$ cat config.mk
export PLATFORM = sky130hd
export DESIGN_NAME = regfile_wb_arbiter_flat
export DESIGN_NICKNAME = d
export VERILOG_FILES = /design/src/rtl/regfile_wb_arbiter_if.sv /design/src/rtl/regfile_wb_arbiter.sv /design/src/flat_wrapper.sv
export SDC_FILE = /design/constraint.sdc
export NUM_CORES = 1
export LEC_CHECK = 0
export ABC_AREA = 1
export CORE_AREA = 2 2 75 130
export DETAILED_ROUTE_END_ITERATION = 10
export DIE_AREA = 0 0 77 132
export PLACE_DENSITY_LB_ADDON = 0.1
export SLEW_MARGIN = 20
export SYNTH_ARGS = -nofsm -noshare
export SYNTH_HDL_FRONTEND = slang
export SYNTH_SLANG_ARGS = --single-unit
$ cat constraint.sdc
create_clock -name clk -period 2.07 [get_ports clk]
set_input_delay 0.414 -clock clk [delete_from_list [all_inputs] [get_ports clk]]
set_output_delay 0.414 -clock clk [all_outputs]
set_load 0.03 [all_outputs]
$ cat src/rtl/regfile_wb_arbiter_if.sv
// Write-back bus between the two requesters (ALU, LSU), the arbiter and the
// register file write port.
interface regfile_wb_arbiter_if #(
    parameter int ADDR_WIDTH = 5,
    parameter int DATA_WIDTH = 32
);
    logic                  req0_valid;
    logic                  req0_ready;
    logic [ADDR_WIDTH-1:0] req0_addr;
    logic [DATA_WIDTH-1:0] req0_data;

    logic                  req1_valid;
    logic                  req1_ready;
    logic [ADDR_WIDTH-1:0] req1_addr;
    logic [DATA_WIDTH-1:0] req1_data;

    logic                  rf_wen;
    logic [ADDR_WIDTH-1:0] rf_waddr;
    logic [DATA_WIDTH-1:0] rf_wdata;

    // Requester / register-file side.
    modport master (
        output req0_valid, req0_addr, req0_data,
        input  req0_ready,
        output req1_valid, req1_addr, req1_data,
        input  req1_ready,
        input  rf_wen, rf_waddr, rf_wdata
    );

    // Arbiter side.
    modport slave (
        input  req0_valid, req0_addr, req0_data,
        output req0_ready,
        input  req1_valid, req1_addr, req1_data,
        output req1_ready,
        output rf_wen, rf_waddr, rf_wdata
    );
endinterface

$ cat src/rtl/regfile_wb_arbiter.sv
// Round-robin arbiter sharing the register file write port between ALU (req0)
// and LSU (req1) write-back, with a registered write port and a per-register
// busy scoreboard used by issue logic for RAW hazard detection.
module regfile_wb_arbiter #(
    parameter int ADDR_WIDTH = 5,
    parameter int DATA_WIDTH = 32
) (
    input  logic                  clk,
    input  logic                  rstn,
    regfile_wb_arbiter_if.slave   wb,
    input  logic                  issue_valid,
    input  logic [ADDR_WIDTH-1:0] issue_rd,
    input  logic [ADDR_WIDTH-1:0] rs1,
    input  logic [ADDR_WIDTH-1:0] rs2,
    output logic                  hazard_rs1,
    output logic                  hazard_rs2,
    input  logic                  sb_clear
);
    localparam int NUM_REGS = 1 << ADDR_WIDTH;

    // last_grant encoding: 0 = req0 was granted last, 1 = req1 was granted last.
    logic                  last_grant_q, last_grant_d;
    logic                  rf_wen_q, rf_wen_d;
    logic [ADDR_WIDTH-1:0] rf_waddr_q, rf_waddr_d;
    logic [DATA_WIDTH-1:0] rf_wdata_q, rf_wdata_d;
    logic [NUM_REGS-1:0]   busy_q, busy_d;

    logic                  grant0, grant1;
    logic                  handshake;
    logic [ADDR_WIDTH-1:0] sel_addr;
    logic [DATA_WIDTH-1:0] sel_data;

    // Arbitration: a lone requester wins; on conflict the one not granted last wins.
    always_comb begin
        // NOTE: every always_comb output gets a default first so no path leaves it unassigned (no latch).
        grant0 = 1'b0;
        grant1 = 1'b0;
        if (wb.req0_valid && wb.req1_valid) begin
            grant0 = last_grant_q;
            grant1 = !last_grant_q;
        end else begin
            grant0 = wb.req0_valid;
            grant1 = wb.req1_valid;
        end
    end

    assign wb.req0_ready = grant0;
    assign wb.req1_ready = grant1;
    assign handshake     = grant0 || grant1;
    assign sel_addr      = grant1 ? wb.req1_addr : wb.req0_addr;
    assign sel_data      = grant1 ? wb.req1_data : wb.req0_data;

    // Next state of the pointer and the write port; x0 requests complete but never write.
    always_comb begin
        last_grant_d = last_grant_q;
        rf_wen_d     = 1'b0;
        rf_waddr_d   = rf_waddr_q;
        rf_wdata_d   = rf_wdata_q;
        if (handshake) begin
            last_grant_d = grant1;
            if (sel_addr != '0) begin
                rf_wen_d   = 1'b1;
                rf_waddr_d = sel_addr;
                rf_wdata_d = sel_data;
            end
        end
    end

    // Scoreboard update: clear on commit, then set on issue (set wins), flush overrides all.
    always_comb begin
        busy_d = busy_q;
        if (rf_wen_q && (rf_waddr_q != '0)) begin
            busy_d[rf_waddr_q] = 1'b0;
        end
        if (issue_valid && (issue_rd != '0)) begin
            busy_d[issue_rd] = 1'b1;
        end
        if (sb_clear) begin
            busy_d = '0;
        end
        busy_d[0] = 1'b0;
    end

    // State registers; reset drops any pending write and clears the scoreboard.
    always_ff @(posedge clk or negedge rstn) begin
        // NOTE: sequential state uses non-blocking (<=) so all flops sample pre-edge values.
        if (!rstn) begin
            last_grant_q <= 1'b1;
            rf_wen_q     <= 1'b0;
            rf_waddr_q   <= '0;
            rf_wdata_q   <= '0;
            // NOTE: the busy array is reset because issue logic relies on it being all-clear
            // after reset; a plain data array would not need this.
            busy_q       <= '0;
        end else begin
            last_grant_q <= last_grant_d;
            rf_wen_q     <= rf_wen_d;
            rf_waddr_q   <= rf_waddr_d;
            rf_wdata_q   <= rf_wdata_d;
            busy_q       <= busy_d;
        end
    end

    assign wb.rf_wen   = rf_wen_q;
    assign wb.rf_waddr = rf_waddr_q;
    assign wb.rf_wdata = rf_wdata_q;

    // Hazard lookup is straight from current busy state; busy_q[0] is always 0.
    assign hazard_rs1 = busy_q[rs1];
    assign hazard_rs2 = busy_q[rs2];

endmodule

$ cat src/flat_wrapper.sv
// flat-port wrapper written by rule: the top's interface ports become plain ports
module regfile_wb_arbiter_flat 
#(
    parameter int ADDR_WIDTH = 5,
    parameter int DATA_WIDTH = 32
)
  (clk, rstn, issue_valid, issue_rd, rs1, rs2, hazard_rs1, hazard_rs2, sb_clear, wb_req0_valid, wb_req0_addr, wb_req0_data, wb_req0_ready, wb_req1_valid, wb_req1_addr, wb_req1_data, wb_req1_ready, wb_rf_wen, wb_rf_waddr, wb_rf_wdata);
  regfile_wb_arbiter_if #(.ADDR_WIDTH(ADDR_WIDTH), .DATA_WIDTH(DATA_WIDTH)) wb_i ();
  input  logic clk;
  input  logic rstn;
  input  logic issue_valid;
  input  logic [ADDR_WIDTH-1:0] issue_rd;
  input  logic [ADDR_WIDTH-1:0] rs1;
  input  logic [ADDR_WIDTH-1:0] rs2;
  output logic hazard_rs1;
  output logic hazard_rs2;
  input  logic sb_clear;
  input wire logic [$bits(wb_i.req0_valid)-1:0] wb_req0_valid;
  input wire logic [$bits(wb_i.req0_addr)-1:0] wb_req0_addr;
  input wire logic [$bits(wb_i.req0_data)-1:0] wb_req0_data;
  output wire logic [$bits(wb_i.req0_ready)-1:0] wb_req0_ready;
  input wire logic [$bits(wb_i.req1_valid)-1:0] wb_req1_valid;
  input wire logic [$bits(wb_i.req1_addr)-1:0] wb_req1_addr;
  input wire logic [$bits(wb_i.req1_data)-1:0] wb_req1_data;
  output wire logic [$bits(wb_i.req1_ready)-1:0] wb_req1_ready;
  output wire logic [$bits(wb_i.rf_wen)-1:0] wb_rf_wen;
  output wire logic [$bits(wb_i.rf_waddr)-1:0] wb_rf_waddr;
  output wire logic [$bits(wb_i.rf_wdata)-1:0] wb_rf_wdata;
  assign wb_i.req0_valid = wb_req0_valid;
  assign wb_i.req0_addr = wb_req0_addr;
  assign wb_i.req0_data = wb_req0_data;
  assign wb_req0_ready = wb_i.req0_ready;
  assign wb_i.req1_valid = wb_req1_valid;
  assign wb_i.req1_addr = wb_req1_addr;
  assign wb_i.req1_data = wb_req1_data;
  assign wb_req1_ready = wb_i.req1_ready;
  assign wb_rf_wen = wb_i.rf_wen;
  assign wb_rf_waddr = wb_i.rf_waddr;
  assign wb_rf_wdata = wb_i.rf_wdata;
  regfile_wb_arbiter #(.ADDR_WIDTH(ADDR_WIDTH), .DATA_WIDTH(DATA_WIDTH)) u_core (.clk(clk), .rstn(rstn), .wb(wb_i), .issue_valid(issue_valid), .issue_rd(issue_rd), .rs1(rs1), .rs2(rs2), .hazard_rs1(hazard_rs1), .hazard_rs2(hazard_rs2), .sb_clear(sb_clear));
endmodule
After elaboration in Yosys (flattened, before gate mapping)
Index checks and enable logic that the tools add are counted.

Flip-flop bits (word level): 70. Bits of input ports: 95. Output and inout port bits: 42. Logic and storage cells: 42.

Order comparisons: 6. Multiplexer cells: 17. Bitwise operators: 3. Reductions and logical operators: 11.

Operators with widths (count): 32-bit two-way mux (4); 32-bit AND (1); 32-bit NOT (1); 32-bit bitwise OR (1); 5-bit by 6-bit < comparator with 1-bit output, second input constant (4); 5-bit nonzero test (3); 1-bit binary-select mux with 5-bit select (2); 1-bit demux with 5-bit select (2); 5-bit by 1-bit greater-or-equal comparator with 1-bit output, second input constant (2); 1-bit two-way mux (8); 1-bit logical AND (5); 5-bit two-way mux (1); 2-bit AND reduction (1); 1-bit zero test (1); 1-bit logical OR (1).

Longest topological paths before layout
Gate-level depths: netlist (run 1).

Depth in word-level cells: 10. Gate-level depth with buffers: 11.

Worst setup path before layout (run 1)
OpenSTA, ideal clock, no wires.

Path type: input to output. Start: input rs1[0]. End: output hazard_rs1. Data arrival time: 1.524 ns. Data required time: 1.656 ns. Slack: 0.132 ns. Cell stages on the path: 10. Buffers on the path: 2. Path through: clkbuf_1 -> clkbuf_1 -> nand2_1 -> nand3_1 -> nand3_1 -> nand2_1 -> nand2_1 -> nand2_1 -> nand2_1 -> nand2_1.

Longest elaborated chain between the ends: 2.

Ends and longest elaborated chain: start, declared (RTL line flat_wrapper.sv:13) `input logic [ADDR_WIDTH-1:0] rs1;`; 1-bit binary-select mux with 5-bit select (RTL line regfile_wb_arbiter.sv:109) `assign hazard_rs1 = busy_q[rs1];`; 1-bit two-way mux (implied by the code) (RTL line regfile_wb_arbiter.sv:109); end, declared (RTL line flat_wrapper.sv:15) `output logic hazard_rs1;`.

No other way between the ends. The select of a mux whose other input is x is not followed.

Final worst setup path (run 1)
Start: register u_core.rf_waddr_q[3] (netlist: u_core.wb.rf_waddr[3]). End: output wb_rf_waddr[3].

RTL lines: start, declared (RTL line regfile_wb_arbiter.sv:24) `logic [ADDR_WIDTH-1:0] rf_waddr_q, rf_waddr_d;`; start signal, assigned (RTL line regfile_wb_arbiter.sv:98) `rf_waddr_q <= rf_waddr_d;`; end, declared (RTL line flat_wrapper.sv:27) `output wire logic [$bits(wb_i.rf_waddr)-1:0] wb_rf_waddr;`.

No word-level cell between the ends.

==> results of run 1 <==
what timing repair did:
| item | in CTS | in global routing |
|---|---|---|
| gates resized for setup | 15 | 6 |
| pin swaps | 0 | 0 |
| hold endpoints to repair | 0 | 0 |
| setup endpoints to repair | 2 | 2 |
| buffers inserted | 2 | 0 |
| cloned | 1 | 0 |
cell type report:
cell class | count | share of cell area
Clock inverter | 3 | 0.00697
Tap cell | 120 | 0.0246
Timing Repair inverter | 1 | 0.00123
Inverter | 46 | 0.0299
Sequential cell | 70 | 0.287
Timing Repair Buffer | 162 | 0.261
Multi-Input combinational cell | 496 | 0.346
Clock buffer | 13 | 0.0426
power by group:
group	switching, mW	leakage (nW)	internal, mW
clock network	0.555	0.146	0.996
registers	0.0797	0.901	1.47
logic	0.651	1.94	0.493
cell usage in the layout, fill, tap and decap left out, drive strengths merged, types with 2 or more instances in the layout:
cell type,Yosys,final
a21oi,31,31
buf,17,31
clkbuf,11,15
clkdlybuf4s50,0,126
clkinvlp,0,4
dfrtp,69,69
dlygate4sd2,0,2
inv,46,44
nand2,306,306
nand3,99,99
nand3b,2,2
nand4,3,3
nor2,17,17
o21ai,34,34
registers in the layout, summed over array words and instances (netlist names):
signal               flops
u_core.last_grant_q      1
u_core.wb.rf_wen         1
u_core.wb.rf_wdata      32
u_core.wb.rf_waddr       5
u_core.busy_q           31
per-stage QoR:
step | hold slack [ns] | power [mW] | setup slack (ns)
2_1_floorplan | 0.118 | 2.14 | 0.132
3_3_place_gp | 0.455 | 2.70 | -0.273
3_5_place_dp | 0.457 | 2.71 | -0.327
4_1_cts | 0.107 | 4.28 | -0.000852
5_1_grt | 0.132 | 4.44 | 0.0162
6_report | 0.0886 | 4.25 | 0.104
how the worst max path moves through the flow:
stage / from / end / slack, ns / depth (start not counted)
CTS: rs1[0] / hazard_rs1 / -0.0009 / 11
finish: u_core.wb.rf_waddr[3] / wb_rf_waddr[3] / 0.10 / 1
global route: rs1[0] / hazard_rs1 / 0.02 / 12
detailed placement: rs1[0] / hazard_rs1 / -0.33 / 11
global placement: rs1[0] / hazard_rs1 / -0.27 / 11
floorplan: rs1[0] / hazard_rs1 / 0.13 / 10
kinds of logic after synthesis:
| family | count (synthesis) | share of synthesized area |
|---|---|---|
| buffers and inverters | 74 | 0.0776 |
| and+or+nand+nor | 429 | 0.422 |
| AOI/OAI and AO/OA | 67 | 0.0821 |
| DFF | 70 | 0.418 |
per-layer routing:
metal  part of all wire  GRT usage  wire length (um)  vias to the layer above
li1                   -          -                 -                     2331
met1               0.33      0.279              4600                     2210
met2               0.54      0.516              7470                      214
met3              0.057     0.0671               797                       64
met4              0.072      0.202              1000                        0
met5                  0          0                 0                        -
==> results.md, run 1 <==
- Status: finished clean
- DP HPWL: 10,700 um
- DR WL/cell: 15.2 um
- Crit path DAT: 1.55 ns
- CP top delay family: buffers and inverters
- Synth Register Bits: 70
- Root Buffer: clkbuf_16
- Ant diodes: 0
- Placed Area: 5760 um2
- Final core utilization: 0.671
- Max stage delay on crit path: 0.74 ns
- Worst VDD drop: 0.000466 V
- Tightest Pin Transition: 0.620 ns
- Endpoints failing hold: 0
- Die W: 77 um
- Fmax: 509 MHz
- Global-route wire length before repair: 22,900 um
- DR vias: 4,819
- Slowest-stage cell, CP: clkdlybuf4s50_1
- Top cells by count, synth: nand2_1 (300), nand3_1 (99), dfrtp_1 (69), inv_1 (44), o21ai_0 (33)
- Setup violations, final: 0
- DR iter-0 viols: 313
- Layout cells sized above 1: 0.0809
- Period minus WS final: 1.97 ns
- Grt ovf: 0
- Worst reg-to-reg setup slack: 0.36 ns
- Rel. slew slack: 0.586
- CP required: 1.66 ns
- Max-Cap Viols: 0
- DIE HEIGHT: 132 um
- Reg2reg end: u_core.wb.rf_waddr[4]
- Syn avg cell area: 6.55 um2
- Core box area: 9090 um2
- Final Cell Area: 6100 um2
- Cell row count: 46
- GPL Wtd Cong: 0.942
- Area contributors post-synth: dfrtp_1 (41%), nand2_1 (27%), nand3_1 (12%)
- Number of global-route vias before repair: 4,771
- Final Slew Violations: 0
- H-tree depth: 3
- Mapped Cells: 640
- IO buf count: 136
- Total negative setup slack: 0 ns
- CP Launch Type: flop
- Tcrit/Tclk final: 0.950
- Fin nets: 881
- Synth top area share: 0.412
- R2R cell count: 9
- Setup CP Type: reg -> out
- Cts bufs inserted: 9
- Area of the multi-input gates: 2110 um2
- Yosys cell types: 22
- Ys Warns: 0
- Vias per inst: 5.29
- CTS Hold Bufs: 0
- Initial antenna violation count: 0
- TritonCTS Sinks: 70
- Top FF cell, synth: dfrtp_1
- Non-filler cells in the finished layout: 911
- CP bufs+invs: 1
- Fill cells: 834
- FF-to-FF Start: u_core.last_grant_q
- CP cell instances: clkdlybuf4s50_1
- Final WL: 13,900 um
- DRC Markers: 0
- Unrepaired setup endpoints after global routing: false
- Routed Antenna Nets: 0
- Seq/Total Area, Yosys: 0.418
- Critical path capture point type: output pin
- Worst hold path type: in -> async
- Leakage: 2.99 nW
- Clk slew on worst S/H paths: 0.06 ns
- Most numerous cell in the Yosys netlist: nand2_1
- CTS tree: done
- Initial Utilization: 0.461
- Mapped Area: 4190 um2
- Fin Clk Skew: 0.00502 ns
- FFs w/ async S/R, synth: 1.00
- Crit-path max FO: 7
- Top Ports: 137
- Pwr Density: 696 nW/um2
- Detailed Routing Iterations Pass 1: 6
- Largest net degree at the start of global routing: 71
- Placed Instances: 892
- Register area: 1750 um2
- GRT Overall Usage: 0.285
- Clk buf depth: 2
- Layout area overhead: 45.6%
- Leading area contributor after synthesis: dfrtp_1
- Syn Nets: 735
- Clk Latency, worst-skew pair: 0.34 ns
- Post-synth EDFFs: 0
- Die area: 10,200 um2
Power figures use the tool's default switching activity.
==> inputs of run 2 (changes only) <==
CTS_CLUSTER_DIAMETER = 30   (was default)
==> results of run 2 <==
Final layout, timing and power as in run 1 (identical DEF).
